==> src/rtl/service_dispatcher.sv <==
// Purpose: calls waiting ticket numbers to free service counters A-E and tracks which counters are busy.
// Latency: a dispatch happens on the edge after the ticket is counted; call_valid then stays high for ANNOUNCE_CYCLES.
// Backpressure: tickets wait in a count until a counter frees up; arrivals at MAX_NUMBER waiting are dropped (sticky overflow).
//
// Ports:
//   clk, rst (synchronous, active-low)
//   ticket_issued    one-cycle pulse per new ticket
//   counter_done[4:0] per-counter "customer finished" pulse (bit0 = A)
//   counter_busy[4:0] per-counter serving flag
//   call_valid, counter_call (1..5, 0 when idle), number_service
//   A..E_serviceNumber  last number called to each counter
//   waiting          tickets issued but not yet called
//   overflow         sticky drop indicator
// Optional feature: define DISPATCH_ROUND_ROBIN_EN for round-robin counter
// selection; otherwise the lowest-indexed idle counter wins.
module service_dispatcher #(
    parameter int NUM_WIDTH       = 6,
    parameter int MAX_NUMBER      = 60,
    parameter int ANNOUNCE_CYCLES = 2
) (
    input  logic                 clk,
    input  logic                 rst,
    input  logic                 ticket_issued,
    input  logic [4:0]           counter_done,
    output logic [4:0]           counter_busy,
    output logic                 call_valid,
    output logic [2:0]           counter_call,
    output logic [NUM_WIDTH-1:0] number_service,
    output logic [NUM_WIDTH-1:0] A_serviceNumber,
    output logic [NUM_WIDTH-1:0] B_serviceNumber,
    output logic [NUM_WIDTH-1:0] C_serviceNumber,
    output logic [NUM_WIDTH-1:0] D_serviceNumber,
    output logic [NUM_WIDTH-1:0] E_serviceNumber,
    output logic [NUM_WIDTH:0]   waiting,
    output logic                 overflow
);

    typedef enum logic {
        ST_IDLE,
        ST_ANNOUNCE
    } state_t;

    localparam int CNT_W = (ANNOUNCE_CYCLES > 1) ? $clog2(ANNOUNCE_CYCLES) : 1;
    localparam logic [CNT_W-1:0]     ANN_LAST = CNT_W'(ANNOUNCE_CYCLES - 1);
    localparam logic [CNT_W-1:0]     ANN_ONE  = CNT_W'(1);
    localparam logic [NUM_WIDTH-1:0] NUM_MAX  = NUM_WIDTH'(MAX_NUMBER);
    localparam logic [NUM_WIDTH-1:0] NUM_ONE  = NUM_WIDTH'(1);
    localparam logic [NUM_WIDTH:0]   WAIT_MAX = (NUM_WIDTH + 1)'(MAX_NUMBER);
    localparam logic [NUM_WIDTH:0]   WAIT_ONE = (NUM_WIDTH + 1)'(1);

    state_t               state_q, state_d;
    logic [CNT_W-1:0]     ann_cnt_q, ann_cnt_d;
    logic [4:0]           busy_q, busy_d;
    logic                 call_valid_q, call_valid_d;
    logic [2:0]           counter_call_q, counter_call_d;
    logic [NUM_WIDTH-1:0] number_service_q, number_service_d;
    logic [NUM_WIDTH-1:0] next_num_q, next_num_d;
    logic [NUM_WIDTH-1:0] svc_num_q [5];
    logic [NUM_WIDTH-1:0] svc_num_d [5];
    logic [NUM_WIDTH:0]   waiting_q, waiting_d;
    logic                 overflow_q, overflow_d;

    logic                 sel_found;
    logic [2:0]           sel_idx;
    logic                 dispatch;
    logic                 ticket_accept;

`ifdef DISPATCH_ROUND_ROBIN_EN
    // Index of the first counter to consider on the next dispatch.
    logic [2:0] rr_ptr_q, rr_ptr_d;
    logic [2:0] rr_cand;
`endif

    // Counter selection works on the registered busy flags, so a done pulse
    // arriving on this edge only makes its counter eligible one cycle later.
    always_comb begin
        sel_found = 1'b0;
        sel_idx   = 3'd0;
`ifdef DISPATCH_ROUND_ROBIN_EN
        rr_cand   = 3'd0;
        for (int j = 0; j < 5; j++) begin
            rr_cand = 3'((int'(rr_ptr_q) + j) % 5);
            if (!sel_found && !busy_q[rr_cand]) begin
                sel_found = 1'b1;
                sel_idx   = rr_cand;
            end
        end
`else
        for (int i = 0; i < 5; i++) begin
            if (!sel_found && !busy_q[i]) begin
                sel_found = 1'b1;
                sel_idx   = 3'(i);
            end
        end
`endif
    end

    assign dispatch      = (state_q == ST_IDLE) && (waiting_q != '0) && sel_found;
    // Full check uses the pre-edge count, even if a dispatch frees a slot on the same edge.
    assign ticket_accept = ticket_issued && (waiting_q != WAIT_MAX);

    always_comb begin
        state_d          = state_q;
        ann_cnt_d        = ann_cnt_q;
        call_valid_d     = call_valid_q;
        counter_call_d   = counter_call_q;
        number_service_d = number_service_q;
        next_num_d       = next_num_q;
        svc_num_d        = svc_num_q;
        waiting_d        = waiting_q;
        overflow_d       = overflow_q;
        // Done pulses on idle counters are harmless: the bit is already clear.
        busy_d           = busy_q & ~counter_done;
`ifdef DISPATCH_ROUND_ROBIN_EN
        rr_ptr_d         = rr_ptr_q;
`endif

        if (ticket_issued && !ticket_accept) begin
            overflow_d = 1'b1;
        end

        if (ticket_accept && !dispatch) begin
            waiting_d = waiting_q + WAIT_ONE;
        end else if (!ticket_accept && dispatch) begin
            waiting_d = waiting_q - WAIT_ONE;
        end

        case (state_q)
            ST_IDLE: begin
                if (dispatch) begin
                    state_d            = ST_ANNOUNCE;
                    ann_cnt_d          = '0;
                    // Set after the done-clear so a same-edge done cannot free k.
                    busy_d[sel_idx]    = 1'b1;
                    svc_num_d[sel_idx] = next_num_q;
                    number_service_d   = next_num_q;
                    next_num_d         = (next_num_q == NUM_MAX) ? NUM_ONE : next_num_q + NUM_ONE;
                    call_valid_d       = 1'b1;
                    counter_call_d     = sel_idx + 3'd1;
`ifdef DISPATCH_ROUND_ROBIN_EN
                    rr_ptr_d           = (sel_idx == 3'd4) ? 3'd0 : sel_idx + 3'd1;
`endif
                end
            end
            ST_ANNOUNCE: begin
                if (ann_cnt_q == ANN_LAST) begin
                    state_d        = ST_IDLE;
                    call_valid_d   = 1'b0;
                    counter_call_d = 3'd0;
                end else begin
                    ann_cnt_d = ann_cnt_q + ANN_ONE;
                end
            end
            default: begin
                state_d = ST_IDLE;
            end
        endcase
    end

    always_ff @(posedge clk) begin
        if (!rst) begin
            state_q          <= ST_IDLE;
            ann_cnt_q        <= '0;
            busy_q           <= '0;
            call_valid_q     <= 1'b0;
            counter_call_q   <= 3'd0;
            number_service_q <= '0;
            next_num_q       <= NUM_ONE;
            svc_num_q        <= '{default: '0};
            waiting_q        <= '0;
            overflow_q       <= 1'b0;
`ifdef DISPATCH_ROUND_ROBIN_EN
            rr_ptr_q         <= 3'd0;
`endif
        end else begin
            state_q          <= state_d;
            ann_cnt_q        <= ann_cnt_d;
            busy_q           <= busy_d;
            call_valid_q     <= call_valid_d;
            counter_call_q   <= counter_call_d;
            number_service_q <= number_service_d;
            next_num_q       <= next_num_d;
            svc_num_q        <= svc_num_d;
            waiting_q        <= waiting_d;
            overflow_q       <= overflow_d;
`ifdef DISPATCH_ROUND_ROBIN_EN
            rr_ptr_q         <= rr_ptr_d;
`endif
        end
    end

    assign counter_busy    = busy_q;
    assign call_valid      = call_valid_q;
    assign counter_call    = counter_call_q;
    assign number_service  = number_service_q;
    assign A_serviceNumber = svc_num_q[0];
    assign B_serviceNumber = svc_num_q[1];
    assign C_serviceNumber = svc_num_q[2];
    assign D_serviceNumber = svc_num_q[3];
    assign E_serviceNumber = svc_num_q[4];
    assign waiting         = waiting_q;
    assign overflow        = overflow_q;

endmodule

==> config.mk <==
export PLATFORM = sky130hd
export DESIGN_NAME = service_dispatcher
export DESIGN_NICKNAME = d
export VERILOG_FILES = /design/src/rtl/service_dispatcher.sv
export SDC_FILE = /design/constraint.sdc
export NUM_CORES = 1
export LEC_CHECK = 0
export CORE_UTILIZATION = 35
export CTS_BUF_LIST = sky130_fd_sc_hd__clkbuf_16
export DETAILED_ROUTE_END_ITERATION = 10
export PLACE_DENSITY = 0.63
export SYNTH_ARGS = -nofsm -noshare
export SYNTH_HDL_FRONTEND = slang
export SYNTH_SLANG_ARGS = --single-unit
export TNS_END_PERCENT = 10
==> constraint.sdc <==
create_clock -name clk -period 3.8 [get_ports clk]
set_input_delay 1.14 -clock clk [delete_from_list [all_inputs] [get_ports clk]]
set_output_delay 1.14 -clock clk [all_outputs]
set_load 0.02 [all_outputs]
==> run metrics <==
Main synth FF type dfxtp_1; Clock Latency Late Sink 0.33 ns; Via density 4.887; Worst Setup SP ticket_issued; flops & latches, synth 61; gr usage total 16.36%; area occupied by multi-input gates 1484 um2; Max-Cap Viols 0; CP Data Arrival Time 3.50 ns; IO buf count 60; hold path startpoint call_valid; R2R setup slack 0.54 ns; cts hold-fix bufs 0; nets 374; Leak 1.490 nW; layout cell share with drive strength beyond 1 8.380%; CTS clock-pin slew for the worst setup and hold paths 0.05 ns; number of synthesized flops with an enable pin 0; Die Wd 91.31 um; antenna violations before repair 0; cell taking the most area after synthesis dfxtp_1; DP HPWL 4557 um; Worst-Margin Slew 0.7358 ns; CP Max Fanout 6; io pins 61; Post-Syn Area 2791 um2; main area contributors after synthesis dfxtp_1, mux2i_1, nand2_1; Post-Syn Instances 291; top-area cell type share of the netlist area 43.75%; Worst slew margin 50.85%; post-layout min period 3.304 ns; syn nets 312; yosys warns 0; Starting Density 36.12%; H-tree Lvls 3; CP startpoint kind input pin; chip height 91.31 um; total grt overflow 0; floorplan row count 32; fmax 302.7 MHz; Yosys cell types 43; GPL Wtd Cong 0.9140; Syn Area/Cell 9.593 um2; Post-synth ARST share 0%; status complete, no violations; global-route wire length before repair 10580 um; vias in the first global route 2138; critical path class input pin to flop; commonest non-fill, non-tap cells in the layout dfxtp_1, clkdlybuf4s50_1, nand2_1; post-synthesis sequential area ratio 43.75%; die area 8337 um2; P&R area growth vs syn 35.01%; clock skew 0.007164 ns; Pins Over Slew Limit 0; RR Endpoint waiting[5]; drt initial violations 87; CTS tree built; Hold Vio Cnt, Final 0; pin count of the biggest net entering global routing 42; Core Area 7727 um2; critical path endpoint category flop; CTS Buf Count 9; Required @ worst endpoint 4.00 ns; TNS Setup 0 ns; total setup buffers inserted after CTS 0; Core Util, Final 48.77%; placed insts 444; detailed-route DRC error count 0; most common cell after layout, fill and taps aside dfxtp_1; Hold Path End call_valid; HP Class flop to flop; Root Buffer clkbuf_16; Pre-antenna DRT Iters 4; Finished Layout Cells 460; DR vias 2248; RSZ-0062 raised after global routing no; worst hold path cell count 2; worst reg2reg path depth 10; ant diodes 0; Final setup viols 0; Sink Count 61; Reg area 1221 um2; Fillers 727; worst reg2reg startpoint waiting[4]; post-route ant nets 0; wire length per cell 13.96 um; final WL 6422 um; maximum vdd drop 0.2755 mV; Clock Path Buffers 2; # resized after CTS 0; crit share post-route 86.94%; pwr/cell area 700.9 nW/um2
flip-flops by register name, summed over array words and instances (netlist names):
name and count:
A_serviceNumber 6, B_serviceNumber 6, C_serviceNumber 6, D_serviceNumber 6
E_serviceNumber 6, ann_cnt_q 1, call_valid 1, counter_busy 5
counter_call 3, next_num_q 6, number_service 6, overflow 1
state_q 1, waiting 7
synth_stat cells (2+ instances only):
| library cell | count |
|---|---|
| a21boi_0 | 14 |
| a21oi_1 | 7 |
| o21a_1 | 3 |
| nor2_1 | 8 |
| xnor2_1 | 3 |
| nand4_1 | 3 |
| nor2b_1 | 18 |
| o21ai_0 | 5 |
| dfxtp_1 | 61 |
| mux2i_1 | 32 |
| a21o_1 | 3 |
| nand2b_1 | 5 |
| or3_1 | 3 |
| buf_2 | 3 |
| a31o_2 | 2 |
| and2_1 | 3 |
| ha_1 | 12 |
| inv_1 | 8 |
| a211oi_1 | 3 |
| nand2_1 | 52 |
| nor4_1 | 2 |
| or4_1 | 3 |
| o31ai_1 | 4 |
| nand3_1 | 4 |
| and3_1 | 3 |
| clkbuf_1 | 10 |
logic make-up (layout without fill, tap and decap cells):
logic type	Yosys count	in the layout	synth area share, %
muxes	32	32	11.47
xor gates and xnor gates	3	3	0.9415
AOI/OAI and AO/OA	49	49	14.07
DFF	61	61	43.75
and+or+nand+nor	111	111	20.57
adders and majority gates	13	13	6.096
buffers and inverters	22	89	3.093
worst max-delay path by stage:
stage	to	depth (start not counted)
floorplan	waiting[5]	12
global placement	waiting[5]	9
finish	waiting[5]	9
global route	waiting[5]	10
detailed placement	waiting[5]	9
CTS	waiting[5]	9
power by group:
part / internal [W] / switching, W / leakage [nW]
logic: 0.000457 / 0.000576 / 0.862
clock network: 0.000442 / 0.000300 / 0.132
registers: 0.000737 / 0.000129 / 0.496
total: 0.00164 / 0.00101 / 1.49
metrics by stage:
step                      setup WS (ns)  instance area [um2]  hold WS, ns  power (W)
after global routing             0.3079                 3769       0.4859   0.002816
after CTS                        0.5186                 3769       0.4648   0.002672
after detailed placement         0.1842                 3492       0.4605   0.001923
after floorplan                  0.4663                 2791       0.4863   0.001586
final                            0.4964                 3769       0.4628   0.002641
after global placement           0.2158                 3492       0.4512   0.001899
critical path: stages:
cell             delay, ns
clkdlybuf4s50_1       0.47
nor2b_1               0.14
ha_1                  0.26
inv_1                 0.10
ha_1                  0.27
a21o_1                0.19
a211oi_1              0.31
nor3_1                0.10
or4_1                 0.51
area by class of cell:
class	count	area share, %
clock buffer	9	5.976
multi-input combinational	208	39.38
inverter	9	0.8964
timing repair buffer	64	16.60
sequential	61	32.40
tap	102	3.386
clock inverter	7	1.361
metal layers:
metal | wire, um | global-route usage, % | vias up | part of all wire, %
met3 | 237 | 4.523 | 8 | 3.7
met4 | 99 | 6.349 | 0 | 1.5
met1 | 2925 | 19.39 | 1054 | 46
met5 | 0 | 0 | - | 0
li1 | - | - | 1142 | -
met2 | 3160 | 27.97 | 44 | 49
Power figures use the tool's default switching activity.
